<file path="src/rtl/game_pkg.sv">
// game_pkg: shared widths, bust limit, outcome codes and dealer FSM states
package game_pkg;
    localparam int SCORE_W = 6;
    localparam int CARD_W = 4;
    localparam logic [SCORE_W-1:0] BUST_LIMIT = 6'd21;
    typedef enum logic [1:0] {
        OUT_NONE   = 2'b00,
        OUT_PLAYER = 2'b01,
        OUT_DEALER = 2'b10,
        OUT_PUSH   = 2'b11
    } outcome_t;
    typedef enum logic [2:0] {IDLE, REQ, WAIT, CHECK, DONE} state_t;
endpackage

</file>
<file path="src/rtl/dealer_sequencer_if.sv">
// dealer_sequencer_if: card source handshake (card_req from dealer; card_valid and card from source)
interface dealer_sequencer_if;
    import game_pkg::*;
    logic              card_req;
    logic              card_valid;
    logic [CARD_W-1:0] card;
    modport master (output card_req, input card_valid, input card);
    modport slave  (input card_req, output card_valid, output card);
endinterface

</file>
<file path="src/rtl/score_judge.sv">
// score_judge: combinational round result from player_score and dealer_score into outcome
module score_judge
    import game_pkg::*;
(
    input  logic [SCORE_W-1:0] player_score,
    input  logic [SCORE_W-1:0] dealer_score,
    output outcome_t           outcome
);
    always_comb
        outcome = (player_score > BUST_LIMIT)   ? OUT_DEALER :
                  (dealer_score > BUST_LIMIT)   ? OUT_PLAYER :
                  (dealer_score > player_score) ? OUT_DEALER :
                  (dealer_score == player_score) ? OUT_PUSH : OUT_PLAYER;
endmodule

</file>
<file path="src/rtl/dealer_sequencer.sv">
// dealer_sequencer: dealer draw FSM; in clk rst_n start player_score, cif card handshake, out dealer_score cards_drawn busy done outcome
module dealer_sequencer
    import game_pkg::*;
#(
    parameter int STAND_AT  = 17,
    parameter int MAX_CARDS = 7
) (
    input  logic               clk,
    input  logic               rst_n,
    input  logic               start,
    input  logic [SCORE_W-1:0] player_score,
    dealer_sequencer_if.master cif,
    output logic [SCORE_W-1:0] dealer_score,
    output logic [2:0]         cards_drawn,
    output logic               busy,
    output logic               done,
    output logic [1:0]         outcome
);
    state_t             state_q, state_d;
    logic [SCORE_W-1:0] score_q, score_d;
    logic [2:0]         cnt_q, cnt_d;
    outcome_t           outcome_q, outcome_d, judged;
    logic               done_q, done_d;
    score_judge u_judge (
        .player_score (player_score),
        .dealer_score (score_q),
        .outcome      (judged)
    );
    always_ff @(posedge clk or negedge rst_n) begin
        if (!rst_n) begin
            state_q   <= IDLE;
            score_q   <= '0;
            cnt_q     <= '0;
            outcome_q <= OUT_NONE;
            done_q    <= 1'b0;
        end else begin
            state_q   <= state_d;
            score_q   <= score_d;
            cnt_q     <= cnt_d;
            outcome_q <= outcome_d;
            done_q    <= done_d;
        end
    end
    always_comb begin
        state_d   = state_q;
        score_d   = score_q;
        cnt_d     = cnt_q;
        outcome_d = outcome_q;
        done_d    = state_q == DONE;
        case (state_q)
            IDLE: if (start) begin
                score_d   = '0;
                cnt_d     = '0;
                outcome_d = OUT_NONE;
                state_d   = (player_score > BUST_LIMIT) ? DONE : REQ;
            end
            REQ: state_d = WAIT;
            WAIT: if (cif.card_valid && cif.card != '0) begin
                score_d = score_q + SCORE_W'(cif.card);
                cnt_d   = cnt_q + 3'd1;
                state_d = CHECK;
            end
            CHECK: state_d = (score_q < SCORE_W'(STAND_AT) && cnt_q < 3'(MAX_CARDS)) ? REQ : DONE;
            DONE: begin
                outcome_d = judged;
                state_d   = IDLE;
            end
            default: state_d = IDLE;
        endcase
    end
    always_comb begin
        cif.card_req = state_q == REQ || state_q == WAIT;
        busy         = state_q != IDLE;
        done         = done_q;
        dealer_score = score_q;
        cards_drawn  = cnt_q;
        outcome      = outcome_q;
    end
endmodule

</file>
<file path="src/flat_wrapper.sv">
// flat-port wrapper written by rule: the top's interface ports become plain ports
module dealer_sequencer_flat import game_pkg::*;
#(
    parameter int STAND_AT  = 17,
    parameter int MAX_CARDS = 7
)
  (clk, rst_n, start, player_score, dealer_score, cards_drawn, busy, done, outcome, cif_card_req, cif_card_valid, cif_card);
  dealer_sequencer_if cif_i ();
  input  logic clk;
  input  logic rst_n;
  input  logic start;
  input  logic [SCORE_W-1:0] player_score;
  output logic [SCORE_W-1:0] dealer_score;
  output logic [2:0] cards_drawn;
  output logic busy;
  output logic done;
  output logic [1:0] outcome;
  output wire logic [$bits(cif_i.card_req)-1:0] cif_card_req;
  input wire logic [$bits(cif_i.card_valid)-1:0] cif_card_valid;
  input wire logic [$bits(cif_i.card)-1:0] cif_card;
  assign cif_card_req = cif_i.card_req;
  assign cif_i.card_valid = cif_card_valid;
  assign cif_i.card = cif_card;
  dealer_sequencer #(.STAND_AT(STAND_AT), .MAX_CARDS(MAX_CARDS)) u_core (.clk(clk), .rst_n(rst_n), .start(start), .player_score(player_score), .cif(cif_i), .dealer_score(dealer_score), .cards_drawn(cards_drawn), .busy(busy), .done(done), .outcome(outcome));
endmodule
</file>
<file path="config.mk">
export PLATFORM = sky130hd
export DESIGN_NAME = dealer_sequencer_flat
export DESIGN_NICKNAME = d
export VERILOG_FILES = /design/src/rtl/game_pkg.sv /design/src/rtl/dealer_sequencer_if.sv /design/src/rtl/score_judge.sv /design/src/rtl/dealer_sequencer.sv /design/src/flat_wrapper.sv
export SDC_FILE = /design/constraint.sdc
export NUM_CORES = 1
export LEC_CHECK = 0
export CAP_MARGIN = 20
export CORE_MARGIN = 2
export CORE_UTILIZATION = 41
export CTS_CLUSTER_DIAMETER = 30
export DETAILED_ROUTE_END_ITERATION = 8
export PLACE_DENSITY = 0.69
export SLEW_MARGIN = 30
export SYNTH_ARGS = -nofsm -noshare
export SYNTH_HDL_FRONTEND = slang
export SYNTH_HIERARCHICAL = 1
export SYNTH_SLANG_ARGS = --single-unit
</file>
<file path="constraint.sdc">
create_clock -name clk -period 2.1 [get_ports clk]
set_input_delay 0.21 -clock clk [delete_from_list [all_inputs] [get_ports clk]]
set_output_delay 0.21 -clock clk [all_outputs]
set_load 0.02 [all_outputs]
</file>
After elaboration in Yosys (flattened, before gate mapping):

Index checks and enable logic that the tools add are counted.

* add/subtract/negate cells: 2
* $lt $le $gt $ge: 5
* equal/unequal tests: 7
* multiplexer cells: 17
* reductions and logical operators: 11

Operators by type and width (count)
* 3-bit two-way mux: 6
* 6-bit by 5-bit greater-than comparator with 1-bit output, second input constant: 2
* 6-bit two-way mux: 2
* 3-bit case mux with 4 select lines: 1
* 6-bit case mux with 2 select lines: 1
* 2-bit two-way mux: 5
* 6-bit by 4-bit adder with 6-bit output: 1
* 3-bit by 2-bit == test with 1-bit output, second input constant: 2
* 6-bit == test: 1
* 6-bit greater-than comparator: 1
* 6-bit by 5-bit < comparator with 1-bit output, second input constant: 1
* 3-bit case mux with 2 select lines: 1
* 2-bit case mux with 2 select lines: 1
* 2-bit AND reduction: 2
* 2-bit nonzero test: 2
* 4-bit nonzero test: 1
* 3-bit by 1-bit adder with 3-bit output, second input constant: 1
* 3-bit by 1-bit == test with 1-bit output, second input constant: 1
* 3-bit == test, second input constant: 1
* 3-bit logical NOT: 1
* 3-bit < comparator, second input constant: 1
* 3-bit AND reduction: 1
* 3-bit nonzero test: 1
* 1-bit logical AND: 2
* other kinds (3): 3

* register bits: 15
* bits of input ports: 14
* output and inout port bits: 14
* word-level logic and storage cells: 47

Longest topological paths before layout:

* word-level depth: 6
* mapped depth: 7
* depth with buffers taken out: 7

Cells and area by module:

The synthesis kept the hierarchy.

Modules (own cells, without submodules)
* dealer_sequencer: times used 1, cells an instance 85, area each 860.8 um^2, sequential area each 375.4 um^2
* score_judge: times used 1, cells an instance 27, area each 200.2 um^2, sequential area each 0.0 um^2

Worst setup path before layout:

No wires, ideal clock.

* kind: register to register
* from: register u_core.score_q[0], in the netlist u_core/dealer_score[0]
* to: register u_core.score_q[4], in the netlist u_core/dealer_score[4]
* library setup time: 140 ps
* arrival time: 1592 ps
* data required time: 1960 ps
* setup slack: 369 ps
* cell stages (with the launch flop): 7
* buffers on the path: 0
* clock period less this slack: 1731 ps
* cell sequence: dfrtp_1 -> ha_1 -> fa_1 -> a21o_1 -> a21oi_1 -> nor2_1 -> mux2i_1

* word-level cells in the longest chain between the ends: 3

Ends and longest elaborated chain
* start, declared: RTL line dealer_sequencer.sv:20 `logic [SCORE_W-1:0] score_q, score_d;`
* start signal, assigned: RTL line dealer_sequencer.sv:38 `score_q <= score_d;`
* 6-bit by 4-bit adder with 6-bit output: RTL line dealer_sequencer.sv:59 `score_d = score_q + SCORE_W'(cif.card);`
* 6-bit two-way mux: RTL line dealer_sequencer.sv:58 `WAIT: if (cif.card_valid && cif.card != '0) begin`
* 6-bit case mux with 2 select lines: RTL line dealer_sequencer.sv:50 `case (state_q)`

No other way between the ends. The select of a mux whose other input is x is not followed.
A chain may end at the register's enable or synchronous reset.

Worst setup path in the final report:

* from: register u_core.state_q[0]
* to: output busy

* word-level cells in the longest chain between the ends: 1

Ends and longest elaborated chain
* start, declared: RTL line dealer_sequencer.sv:19 `state_t state_q, state_d;`
* start signal, assigned: RTL line dealer_sequencer.sv:37 `state_q <= state_d;`
* 3-bit nonzero test: RTL line dealer_sequencer.sv:73 `busy = state_q != IDLE;`
* end, declared: RTL line flat_wrapper.sv:15 `output logic busy;`

No other way between the ends.

==> impl_metrics.env <==
export IMPL_synth_seq_cells=15
export IMPL_wirelength_um=2380
export IMPL_detailed_place_hpwl_um=1870
export IMPL_syn_nets=138
export IMPL_grt_max_degree=16
export IMPL_cts_root_buffer="clkbuf_4"
export IMPL_avgRoutedWirePerCell_um=14.0
export IMPL_io_pins=28
export IMPL_ys_seq_area_share_pct=35.4
export IMPL_hp_class="primary input to async pin"
export IMPL_final_antenna_net_count=0
export IMPL_seqCellArea_um2=375
export IMPL_cts_resized=0
export IMPL_hold_violations=0
export IMPL_multi_input_area_um2=628
export IMPL_die_w_um=54.9
export IMPL_critPathSlowestCell="clkdlybuf4s50_1"
export IMPL_final_common_cell="clkdlybuf4s50_1"
export IMPL_dpl_cell_count=166
export IMPL_clk_latency_ps=290
export IMPL_nFillCells=223
export IMPL_rsz0062_at_grt="false"
export IMPL_post_route_period_util_pct=90.8
export IMPL_cts_tree="built"
export IMPL_whs_ps=327
export IMPL_setup_violations_final=0
export IMPL_synthCells=112
export IMPL_maxSlewHeadroom_pct=54.2
export IMPL_synthDistinctLibCells=39
export IMPL_r2r_setup_slack_ps=340
export IMPL_vias=929
export IMPL_clock_sinks=15
export IMPL_r2r_end="u_core/dealer_score[4]$_DFFE_PN0P_"
export IMPL_synthAdderAreaFrac_pct=14.9
export IMPL_syn_avg_cell_area_um2=9.47
export IMPL_worst_slack_ps=192
export IMPL_yosysTopAreaCellShare_pct=35.4
export IMPL_syn2layout_area_growth_pct=29.4
export IMPL_synth_area_mux_share_pct=1.89
export IMPL_required_ps=1890
export IMPL_grt_pass1_vias=900
export IMPL_yosys_warnings=6
export IMPL_yosysTopAreaCell="dfrtp_1"
export IMPL_overflow=0
export IMPL_r2r_cells=6
export IMPL_critPathLaunchType="register"
export IMPL_grt_pass1_wl_um=3800
export IMPL_finalInstanceArea_um2=1370
export IMPL_first_pass_iters=4
export IMPL_htree_levels=1
export IMPL_cts_setup_buffers=0
export IMPL_finalCoreUtilization_pct=55.9
export IMPL_ir_worst_vdd_mv=0.656
export IMPL_hold_buffers=0
export IMPL_critPathMaxFanout=8
export IMPL_die_h_um=54.9
export IMPL_synthXorXnorAreaFrac_pct=3.30
export IMPL_core_um2=2450
export IMPL_grt_usage_pct=18.2
export IMPL_path_cells="or3_1 > clkdlybuf4s50_1"
export IMPL_status="completed"
export IMPL_synth_main_ff_cell="dfrtp_1"
export IMPL_crit_path_max_incr_delay_ps=540
export IMPL_async_flop_share_pct=100
export IMPL_numCtsBuffers=3
export IMPL_dpl_worst_slack_ps=144
export IMPL_place_area_um2=1350
export IMPL_clk_pin_slew_worst_paths_ps=100
export IMPL_place_congestion=0.760
export IMPL_drtIter0Drc=16
export IMPL_start_util_pct=43.2
export IMPL_worstMarginPinSlew_ps=685
export IMPL_portBuffers=27
export IMPL_setup_tns_ps=0
export IMPL_vias_per_cell=5.46
export IMPL_power_mw=1.61
export IMPL_p_leak_nw=0.639
export IMPL_clock_path_buffers=2
export IMPL_period_needed_ps=1910
export IMPL_synth_compound_area_share_pct=21.8
export IMPL_final_cell_count_no_fill=170
export IMPL_drive_gt1_share_pct=7.86
export IMPL_synth_top_family_by_area="compound AO/OA/AOI/OAI gates"
export IMPL_critPathCaptureType="output pin"
export IMPL_critical_path_arrival_ps=1700
export IMPL_layout_common_cells="27 x clkdlybuf4s50_1, 15 x dfrtp_1, 11 x a21oi_1, 11 x ha_1, 9 x inv_1"
export IMPL_power_density_nw_per_um2=1170
export IMPL_synth_edf_count=0
export IMPL_fp_row_count=18
export IMPL_max_cap_violations=0
export IMPL_synthTopCellsByArea="dfrtp_1 35%, ha_1 13%, a21oi_1 5.2%"
export IMPL_final_setup_skew_ps=5.08
export IMPL_drv_slew=0
export IMPL_diodes=0
export IMPL_fmax_mhz=524
export IMPL_nets=167
export IMPL_synth_simple_area_share_pct=17.3
export IMPL_critPathKind="register to output pin"
export IMPL_dieArea_um2=3010
export IMPL_drc=0
export IMPL_syn_area_um2=1060
export IMPL_r2r_start="u_core/dealer_score[0]$_DFFE_PN0P_"
export IMPL_antenna_found_initial=0
## worst max path at each step
| stage | start | end | slack (ps) | cells after the start |
|---|---|---|---|---|
| after floorplan | u_core/dealer_score[0]$_DFFE_PN0P_ | u_core/dealer_score[4]$_DFFE_PN0P_ | 370 | 6 |
| after global placement | player_score[1] | u_core/outcome[1]$_DFFE_PN0P_ | 180 | 8 |
| after detailed placement | player_score[2] | u_core/outcome[1]$_DFFE_PN0P_ | 140 | 8 |
| after CTS | u_core/state_q[0]$_DFFE_PN0P_ | busy | 190 | 2 |
| after global routing | u_core/state_q[0]$_DFFE_PN0P_ | busy | 140 | 2 |
| final | u_core/state_q[0]$_DFFE_PN0P_ | busy | 190 | 2 |
## state kept, by name, summed over array words and instances (netlist names)
name,flops
u_core/dealer_score,6
u_core/cards_drawn,3
u_core/state_q,3
u_core/outcome,2
u_core/done,1
## layer usage
metal  vias to the layer above  track usage, %  share of wire [%]
met1                       446            20.5                 44
met4                         0            6.25                1.1
li1                        463               -                  -
met5                         -               0                  0
met2                        16            33.9                 51
met3                         4            3.28                3.7
## cells by family (layout without fill, tap and decap cells)
kind of cell	after synthesis	in the layout
AO/OA/AOI/OAI	36	36
multiplexers	2	2
XOR/XNOR	4	4
buffers and inverters	12	40
AND/OR/NAND/NOR	31	31
flip-flops	15	15
adder cells (fa/ha/maj)	12	12
## layout make-up
| class | count | area share [%] |
|---|---|---|
| Clock buffer | 3 | 1.64 |
| Clock inverter | 1 | 0.365 |
| Inverter | 9 | 2.46 |
| Multi-Input combinational cell | 85 | 45.8 |
| Sequential cell | 15 | 27.3 |
| Tap cell | 30 | 2.73 |
| Timing Repair Buffer | 27 | 19.7 |
## power by group
group	total, mW	switching, mW	internal [mW]	leakage [nW]
Clock	0.169	0.0979	0.0708	0.0177
Combinational	0.900	0.464	0.437	0.421
Sequential	0.541	0.156	0.385	0.200
Total	1.61	0.718	0.893	0.639
## synth_stat cells, types with 2 or more instances
master   count
nor2b_1      2
inv_1        9
ha_1        11
a21o_1       4
dfrtp_1     15
nand2_1      6
a22o_1       2
a21oi_1     11
nand3_2      2
nand3_1      7
a31oi_1      2
nor2_1       4
o21ai_1      2
o21a_1       2
o21ai_0      6
mux2i_1      2
xor2_1       3
## critical path, delay by kind of cell, from the launching register on
family                 cells  cell delay (ps)
buffers and inverters      1              540
DFF                        1              500
and+or+nand+nor            1              370
Power figures use the tool's default switching activity.
